File: config.mk
export PLATFORM = sky130hd
export DESIGN_NAME = bn_act_stream
export DESIGN_NICKNAME = d
export VERILOG_FILES = /design/src/rtl/bn_act_stream.sv
export SDC_FILE = /design/constraint.sdc
export NUM_CORES = 2
export LEC_CHECK = 0
export BUFFER_PORTS_ARGS = -buffer_cell sky130_fd_sc_hd__buf_2
export CAP_MARGIN = 20
export CORE_UTILIZATION = 55
export CTS_BUF_LIST = sky130_fd_sc_hd__clkbuf_8
export DETAILED_ROUTE_END_ITERATION = 6
export GPL_TIMING_DRIVEN = 0
export PLACE_DENSITY = 0.73
export SYNTH_ARGS = -nofsm -noshare
export SYNTH_HDL_FRONTEND = slang
export SYNTH_SLANG_ARGS = --single-unit
export TNS_END_PERCENT = 30
File: constraint.sdc
create_clock -name clk -period 7.6 [get_ports clk]
set_input_delay 1.52 -clock clk [delete_from_list [all_inputs] [get_ports clk]]
set_output_delay 1.52 -clock clk [all_outputs]
set_load 0.05 [all_outputs]
File: src/rtl/bn_act_stream.sv
// Streaming per-channel batch-norm + activation over a channel-interleaved stream.
// Optional feature: define BNACT_LEAKY_EN for leaky (slope 1/8) on act_mode 2; otherwise mode 2 acts as ReLU.
module bn_act_stream #(
    parameter int DATA_WIDTH = 16,
    parameter int COEF_WIDTH = 16,
    parameter int FRAC_WIDTH = 8,
    parameter int CHANNELS   = 64,
    parameter int PIXELS     = 65536
) (
    input  logic                          clk,
    input  logic                          rst_n,
    input  logic                          start,
    input  logic [1:0]                    act_mode,
    input  logic                          cfg_we,
    input  logic [$clog2(CHANNELS)-1:0]   cfg_addr,
    input  logic [COEF_WIDTH-1:0]         cfg_scale,
    input  logic [DATA_WIDTH-1:0]         cfg_bias,
    input  logic [DATA_WIDTH-1:0]         in_data,
    input  logic                          in_valid,
    output logic                          in_ready,
    output logic [DATA_WIDTH-1:0]         out_data,
    output logic                          out_valid,
    input  logic                          out_ready,
    output logic                          busy,
    output logic                          done,
    output logic                          sat_flag
);
    localparam int AW = $clog2(CHANNELS);
    localparam int PW = DATA_WIDTH + COEF_WIDTH;
    localparam int SW = PW + 1;
    localparam logic [31:0]              TOTAL   = 32'(PIXELS * CHANNELS);
    localparam logic [AW-1:0]            CH_LAST = AW'(CHANNELS - 1);
    localparam logic signed [COEF_WIDTH-1:0] ONE = COEF_WIDTH'(1) << FRAC_WIDTH;
    localparam logic signed [SW-1:0]     HALF    = SW'(1) << (FRAC_WIDTH - 1);
    localparam logic signed [SW-1:0]     MAXV    = {{(SW-DATA_WIDTH+1){1'b0}}, {(DATA_WIDTH-1){1'b1}}};
    localparam logic signed [SW-1:0]     MINV    = {{(SW-DATA_WIDTH+1){1'b1}}, {(DATA_WIDTH-1){1'b0}}};

    typedef enum logic [1:0] {S_IDLE, S_RUN, S_DRAIN, S_DONE} state_t;

    state_t      state_q, state_d;
    logic [31:0] in_cnt_q, in_cnt_d;
    logic [31:0] out_cnt_q, out_cnt_d;
    logic [AW-1:0] ch_q, ch_d;
    logic [1:0]  mode_q, mode_d;
    logic        sat_q, sat_d;

    logic signed [COEF_WIDTH-1:0] scale_q [CHANNELS];
    logic signed [DATA_WIDTH-1:0] bias_q  [CHANNELS];

    logic                         s1_v_q, s2_v_q, s3_v_q, out_v_q;
    logic signed [DATA_WIDTH-1:0] s1_x_q, s2_x_q;
    logic [AW-1:0]                s1_c_q;
    logic signed [COEF_WIDTH-1:0] s2_scale_q;
    logic signed [DATA_WIDTH-1:0] s2_bias_q, s3_bias_q;
    logic signed [PW-1:0]         s3_p_q;
    logic signed [DATA_WIDTH-1:0] out_data_q;

    logic stall, in_acc, out_acc;
    logic signed [PW-1:0]         prod;
    logic signed [SW-1:0]         rnd_sum, rnd, sum;
    logic signed [DATA_WIDTH-1:0] sat_val, act_val;
    logic                         sat_hit;

    assign stall     = out_v_q && !out_ready;
    assign in_ready  = (state_q == S_RUN) && !stall;
    assign in_acc    = in_valid && in_ready;
    assign out_acc   = out_v_q && out_ready;
    assign out_valid = out_v_q;
    assign out_data  = out_data_q;
    assign busy      = (state_q != S_IDLE);
    assign done      = (state_q == S_DONE);
    assign sat_flag  = sat_q;

    // Datapath: multiply, round half-up, add bias, saturate, activate.
    always_comb begin
        prod    = PW'(s2_x_q) * PW'(s2_scale_q);
        rnd_sum = SW'(s3_p_q) + HALF;
        rnd     = rnd_sum >>> FRAC_WIDTH;
        sum     = rnd + SW'(s3_bias_q);
        sat_hit = 1'b0;
        if (sum > MAXV) begin
            sat_val = MAXV[DATA_WIDTH-1:0];
            sat_hit = 1'b1;
        end else if (sum < MINV) begin
            sat_val = MINV[DATA_WIDTH-1:0];
            sat_hit = 1'b1;
        end else begin
            sat_val = sum[DATA_WIDTH-1:0];
        end
        act_val = sat_val;
        case (mode_q)
            2'd1: if (sat_val[DATA_WIDTH-1]) act_val = '0;
`ifdef BNACT_LEAKY_EN
            2'd2: if (sat_val[DATA_WIDTH-1]) act_val = sat_val >>> 3;
`else
            2'd2: if (sat_val[DATA_WIDTH-1]) act_val = '0;
`endif
            default: act_val = sat_val;
        endcase
    end

    always_comb begin
        state_d   = state_q;
        in_cnt_d  = in_cnt_q;
        out_cnt_d = out_cnt_q;
        ch_d      = ch_q;
        mode_d    = mode_q;
        sat_d     = sat_q;
        if (!stall && s3_v_q && sat_hit) sat_d = 1'b1;
        if (out_acc) out_cnt_d = out_cnt_q + 32'd1;
        case (state_q)
            S_IDLE: begin
                if (start) begin
                    state_d   = S_RUN;
                    in_cnt_d  = '0;
                    out_cnt_d = '0;
                    ch_d      = '0;
                    sat_d     = 1'b0;
                    mode_d    = act_mode;
                end
            end
            S_RUN: begin
                if (in_acc) begin
                    in_cnt_d = in_cnt_q + 32'd1;
                    ch_d     = (ch_q == CH_LAST) ? '0 : ch_q + AW'(1);
                    if (in_cnt_q == TOTAL - 32'd1) state_d = S_DRAIN;
                end
            end
            S_DRAIN: begin
                if (out_acc && out_cnt_q == TOTAL - 32'd1) state_d = S_DONE;
            end
            S_DONE:  state_d = S_IDLE;
            default: state_d = S_IDLE;
        endcase
    end

    always_ff @(posedge clk or negedge rst_n) begin
        if (!rst_n) begin
            state_q   <= S_IDLE;
            in_cnt_q  <= '0;
            out_cnt_q <= '0;
            ch_q      <= '0;
            mode_q    <= '0;
            sat_q     <= 1'b0;
        end else begin
            state_q   <= state_d;
            in_cnt_q  <= in_cnt_d;
            out_cnt_q <= out_cnt_d;
            ch_q      <= ch_d;
            mode_q    <= mode_d;
            sat_q     <= sat_d;
        end
    end

    always_ff @(posedge clk or negedge rst_n) begin
        if (!rst_n) begin
            for (int unsigned i = 0; i < CHANNELS; i++) begin
                scale_q[i] <= ONE;
                bias_q[i]  <= '0;
            end
        end else if (cfg_we && state_q == S_IDLE) begin
            scale_q[cfg_addr] <= cfg_scale;
            bias_q[cfg_addr]  <= cfg_bias;
        end
    end

    // Four register ranks (capture, table read, multiply, output) give the
    // three-edge accept-to-out_valid latency; the whole chain freezes on stall.
    always_ff @(posedge clk or negedge rst_n) begin
        if (!rst_n) begin
            s1_v_q     <= 1'b0;
            s1_x_q     <= '0;
            s1_c_q     <= '0;
            s2_v_q     <= 1'b0;
            s2_x_q     <= '0;
            s2_scale_q <= '0;
            s2_bias_q  <= '0;
            s3_v_q     <= 1'b0;
            s3_p_q     <= '0;
            s3_bias_q  <= '0;
            out_v_q    <= 1'b0;
            out_data_q <= '0;
        end else if (!stall) begin
            s1_v_q <= in_acc;
            if (in_acc) begin
                s1_x_q <= in_data;
                s1_c_q <= ch_q;
            end
            s2_v_q <= s1_v_q;
            if (s1_v_q) begin
                s2_x_q     <= s1_x_q;
                s2_scale_q <= scale_q[s1_c_q];
                s2_bias_q  <= bias_q[s1_c_q];
            end
            s3_v_q <= s2_v_q;
            if (s2_v_q) begin
                s3_p_q    <= prod;
                s3_bias_q <= s2_bias_q;
            end
            out_v_q <= s3_v_q;
            if (s3_v_q) out_data_q <= act_val;
        end
    end
endmodule

### Yosys cells after proc, flatten, opt, wreduce, memory -nomap -nowiden

Cells that the tools add are included.

* register bits: 2261
* bits of input ports: 62
* output and inout bits: 21
* logic and storage cells: 228

* add/subtract/negate cells: 5
* multiply operators: 1
* magnitude comparators: 5
* equality and inequality tests: 12
* multiplexer cells: 34
* bitwise gates (word level): 3
* reduce and logical (&&, ||, !) cells: 22

Operator list (number)
* 1024-bit bitwise mux: 2
* 16-bit binary-select mux with 6-bit select: 2
* 32-bit two-way mux: 5
* 16-bit two-way mux: 8
* 16-bit demux with 6-bit select: 1
* 32-bit by 1-bit adder with 32-bit output, second input constant: 2
* 32-bit by 22-bit == test with 1-bit output, second input constant: 2
* 32-bit one-hot mux with 2 select lines: 1
* 32-bit by 9-bit adder with 33-bit output, second input constant: 1
* 16-bit by 16-bit multiplier with 32-bit output: 1
* 25-bit by 16-bit adder with 26-bit output: 1
* 26-bit by 16-bit > comparator with 1-bit output, second input constant: 1
* 26-bit by 16-bit < comparator with 1-bit output, second input constant: 1
* 6-bit two-way mux: 3
* 15-bit two-way mux: 1
* 7-bit >= comparator, second input constant: 2
* 6-bit inverter with 7-bit output: 2
* 6-bit one-hot mux with 2 select lines: 1
* 2-bit AND reduction: 5
* 1-bit logical AND: 9
* 2-bit two-way mux: 4
* 2-bit one-hot mux with 4 select lines: 1
* 7-bit by 1-bit < comparator with 1-bit output, second input constant: 1
* 6-bit by 1-bit adder with 6-bit output, second input constant: 1
* 13 further kinds: 24

### Depth between registers and ports, before layout

* depth after elaboration: 9
* depth in mapped cells: 25

### Worst setup path before layout

OpenSTA, ideal clock, no wires.

* kind: register -> register
* from: register s2_scale_q[9]
* to: register s3_p_q[28]
* arrival: 6.424 ns
* required time: 7.475 ns
* path slack: 1.051 ns
* cell stages (with the launch flop): 26
* path buffers: 2
* period minus slack after synthesis: 6.549 ns
* cells stage by stage: dfrtp_1 clkbuf_1 clkbuf_1 nand2_1 fa_1 inv_1 fa_1 inv_1 fa_1 inv_1 fa_1 fa_1 inv_1 fa_1 inv_1 ha_1 a21o_1 a21o_1 a221oi_1 a211oi_1 o31a_1 a221o_1 a21oi_1 o21bai_1 xor2_1 mux2_2

* longest elaborated chain between the ends: 1

RTL lines
* start, declared: RTL line 53 `logic signed [COEF_WIDTH-1:0] s2_scale_q;`
* start signal, assigned: RTL line 192 `s2_scale_q <= scale_q[s1_c_q];`
* 16-bit by 16-bit multiplier with 32-bit output: RTL line 76 `prod = PW'(s2_x_q) * PW'(s2_scale_q);`
* end signal, assigned: RTL line 197 `s3_p_q <= prod;`
* end, declared: RTL line 55 `logic signed [PW-1:0] s3_p_q;`

Every way passes these cells.
A chain may end at the register's enable or synchronous reset.

### Worst setup path in the final report

* from: register s2_x_q[4]
* to: register s3_p_q[31]

* longest elaborated chain between the ends: 1

RTL lines
* start, declared: RTL line 51 `logic signed [DATA_WIDTH-1:0] s1_x_q, s2_x_q;`
* start signal, assigned: RTL line 191 `s2_x_q <= s1_x_q;`
* 16-bit by 16-bit multiplier with 32-bit output: RTL line 76

Every way passes these cells.

==> key figures <==
Outcome
  – Status: finished with violations
  – Failing checks: DRC

STA
  – Post-Route Skew: between 0.08 and 0.09 ns
  – Worst hold slack: 0.308 ns
  – Setup TNS: 0 ns
  – Final Critical Period: ~7.3 ns
  – Slew Limit Headroom: 0.147
  – Slew Viols, Final: 0
  – Max Clock Freq: between 0.1 and 0.15 GHz
  – Final setup margin: between 0.3 and 0.4 ns
  – Final number of setup-violating endpoints: 0
  – Final hold violations: 0
  – Worst-margin pin slew: 1.27 ns
  – Fin crit share: 0.957

Layout
  – P&R area growth vs syn: 11.7%
  – Final instance area: 0.125 sq mm
  – Final net count: 8486
  – Share of cells above drive strength 1: 0.433
  – FILL cells: 15000
  – Final core occ: 0.619
  – Layout Cells excl Fill: roughly 11000

Synthesis
  – Ys async rst share: 1.00
  – Yosys warning count: 0
  – Flops & latches, synth: 2254
  – Syn nets: 7953
  – Synthesized area per cell: 14.9 sq um
  – Post-synth EDFFs: 0
  – Post-Synthesis Cells: 7514
  – Register area share after synthesis: 0.504
  – Main synth FF type: dfrtp_1
  – Synthesized area: 0.112 sq mm
  – Synth cell types: 61

Drt
  – M1 WL: 128000 microns
  – Met2 WL post-DR: roughly 150000 microns
  – DRC: 131
  – Vias per cell: between 6 and 7
  – Drt first pass iters: 7
  – Drt wl/cell: 29.5 microns
  – Top Layer Used: met5
  – Routed length on met3: 29600 microns
  – Final WL: 325000 microns
  – Vias: 69200
  – Drt initial violations: 6361
  – Routed Antenna Nets: 0

Worst setup path
  – CP required: around 8.5 ns
  – CP endpoint kind: flip-flop
  – R2r endpoint: s3_p_q[31]
  – Critical Path Source Type: flip-flop
  – Worst Reg-to-Reg Cells: 22
  – R2R Setup Slk: 0.32 ns
  – Crit path DAT: ~8.2 ns
  – Worst setup endpoint: s3_p_q[31]
  – Setup CP Type: reg2reg
  – R2R Path Start: s2_x_q[4]
  – CP Launch Point: s2_x_q[4]
  – CP max FO: 10

Global routing
  – Tot GR Track Use: 0.323
  – Pin count of the biggest net entering global routing: 178
  – Global route overflow: 0
  – Initial antenna violation count: 32
  – Vias in the first global route: 72300
  – First-pass GRT wire length: slightly below 500000 microns

Clock tree
  – CTS root buffer: clkbuf_8
  – Clock tree from TritonCTS: built
  – Maximum buffer depth of the clock tree: 4
  – Post-CTS Setup Bufs: 0
  – Clock latency on the worst-skew pair: 1.13 ns
  – CTS buffer count: 388
  – Hold Buf Count CTS: 0
  – CTS Sinks: 2254
  – CTS HTree Levels: 5
  – Clock-pin slew on the worst setup and hold paths: 0.06 ns

Pwr
  – Sequential Power Share: 0.379
  – Sw Pwr: ~14 mW
  – Switching portion of total power: 0.349
  – Clk pwr share: 0.283
  – Final Power: 39.1 mW
  – Leakage Power: a little under 60 nW
  – Maximum vdd drop: 0.218 mV
  – Power per cell area: between 300 and 400 mW/mm^2
  – Comb pwr share: 0.338
  – Internal power: around 25 mW

Die
  – Chip width: 453 microns
  – Io pins: 83
  – Initial Util: 0.554
  – Die ar.: 0.205 sq mm
  – Core Box Area: 0.202 sq mm
  – Die Ht: 453 microns
  – Site Rows: 165

Placed design
  – Post-DP Area: approximately 0.12 sq mm
  – Place WS: -0.0635 ns
  – GPL Wtd Cong: around 0.95
  – Port buffer count: 50
  – Dpl cells: 10300
  – Dpl hpwl: 238000 microns

Min path
  – Class of the tightest hold or removal check: in2async

Flow run
  – Number of max-cap violations: 0
==> per-layer routing <==
layer | GRT usage | up-vias
li1 | - | 28100
met3 | 0.0919 | 838
met1 | 0.432 | 37300
met5 | 0.00350 | -
met4 | 0.150 | 18
met2 | 0.489 | 3016
==> state kept, by name (all words and copies together) (netlist names) <==
name / cells
out_cnt_q: 32
out_valid: 1
s3_bias_q: 16
s1_x_q: 16
s3_p_q: 25
in_cnt_q: 32
bias_q: 1024
s2_x_q: 16
s1_c_q: 6
s2_v_q: 1
s3_v_q: 1
out_data: 16
mode_q: 2
s1_v_q: 1
state_q: 2
s2_bias_q: 16
s2_scale_q: 16
scale_q: 1024
ch_q: 6
sat_flag: 1
==> synth_stat cells, types with 24 or more instances <==
library cell	instances	area (sq um)
nand3_1	51	255
clkbuf_1	504	1890
dfrtp_1	2190	54800
xnor2_1	67	587
xor2_1	61	534
mux4_2	672	15100
buf_1	126	473
nor2_1	165	619
and3_1	24	150
nand2_1	312	1170
inv_1	327	1230
ha_1	115	1440
a21oi_1	51	255
mux2_2	2117	23800
dfstp_2	64	1680
fa_1	262	5250
o21ai_0	62	310
and2_1	126	788
==> power by group through the flow <==
stage | registers [mW] | clock network (mW) | logic, mW
2_1_floorplan | 14.7 | 0 | 8.37
3_5_place_dp | 15.0 | 0 | 12.9
3_3_place_gp | 14.9 | 0 | 12.3
4_1_cts | 14.8 | 11.2 | 13.1
5_1_grt | 15.0 | 11.7 | 14.1
6_report | 14.8 | 11.1 | 13.2
==> cells by family (layout without fill, tap and decap cells) <==
| logic type | after synthesis | in the layout | synth area share |
|---|---|---|---|
| multiplexers | 2791 | 2791 | 0.348 |
| flip-flops | 2254 | 2254 | 0.504 |
| buffers and inverters | 962 | 1786 | 0.0324 |
| AND/OR/NAND/NOR | 784 | 784 | 0.0328 |
| adder cells (fa/ha/maj) | 377 | 377 | 0.0597 |
| AO/OA/AOI/OAI | 218 | 218 | 0.0128 |
| XOR/XNOR | 128 | 128 | 0.0100 |
| other | 0 | 21 | 0 |
==> timing repair <==
action,4_1_cts,5_1_grt
cloned,0,0
endpoints found under the setup margin,3,4
resized for setup,0,46
==> worst min-delay path by stage <==
stage / startpoint / endpoint / slack [ns] / depth (start not counted)
after floorplan: s1_x_q[0] / s1_x_q[0] / 0.44 / 2
after global placement: s1_x_q[0] / s1_x_q[0] / 0.46 / 2
after detailed placement: s1_x_q[15] / s1_x_q[15] / 0.46 / 2
after CTS: rst_n / out_cnt_q[19] / 0.25 / 1
after global routing: rst_n / out_cnt_q[14] / 0.29 / 1
final: rst_n / out_cnt_q[19] / 0.31 / 1
==> layout make-up <==
type                       instances  area, sq um  share of cell area
inverter                         327         1230             0.00981
antenna                           21         52.6            0.000420
tap                             2672         3340              0.0267
buffer                           632         2440              0.0195
sequential                      2254        56500               0.451
multi-input combinational       4298        51900               0.415
clock buffer                     492         6770              0.0541
timing repair buffer             146         1950              0.0156
clock inverter                   189          996             0.00796
==> worst max-delay path, cell delays in order, from the launching register on <==
cell and delay, ns:
dfrtp_1 0.57, clkbuf_1 0.47, nand2_1 0.16, fa_1 0.43, inv_1 0.07, fa_1 0.43
fa_1 0.62, fa_1 0.48, fa_1 0.51, inv_1 0.05, fa_1 0.47, inv_1 0.04
ha_1 0.32, a21o_1 0.21, a21o_1 0.18, a221oi_1 0.40, a211oi_1 0.20, o31a_1 0.33
a221o_1 0.41, a41oi_2 0.31, a21oi_1 0.12, xnor2_1 0.23, o21ai_0 0.10
==> placed cells by master (no fill, tap or decap), types with 60 or more instances in the layout <==
master    synthesis  final
dfrtp_1        2190   2186
mux2_2         2117   2117
mux4_2          672    672
clkbuf_8          0    493
clkbuf_1        504    477
inv_1           327    454
nand2_1         312    312
fa_1            262    262
nor2_1          165    164
and2_1          126    126
ha_1            115    115
buf_1           126    112
buf_2             3     67
xnor2_1          67     67
dfstp_2          64     64
o21ai_0          62     62
xor2_1           61     61
buf_8             0     60
Note: power is estimated with default switching activity, not from simulation.
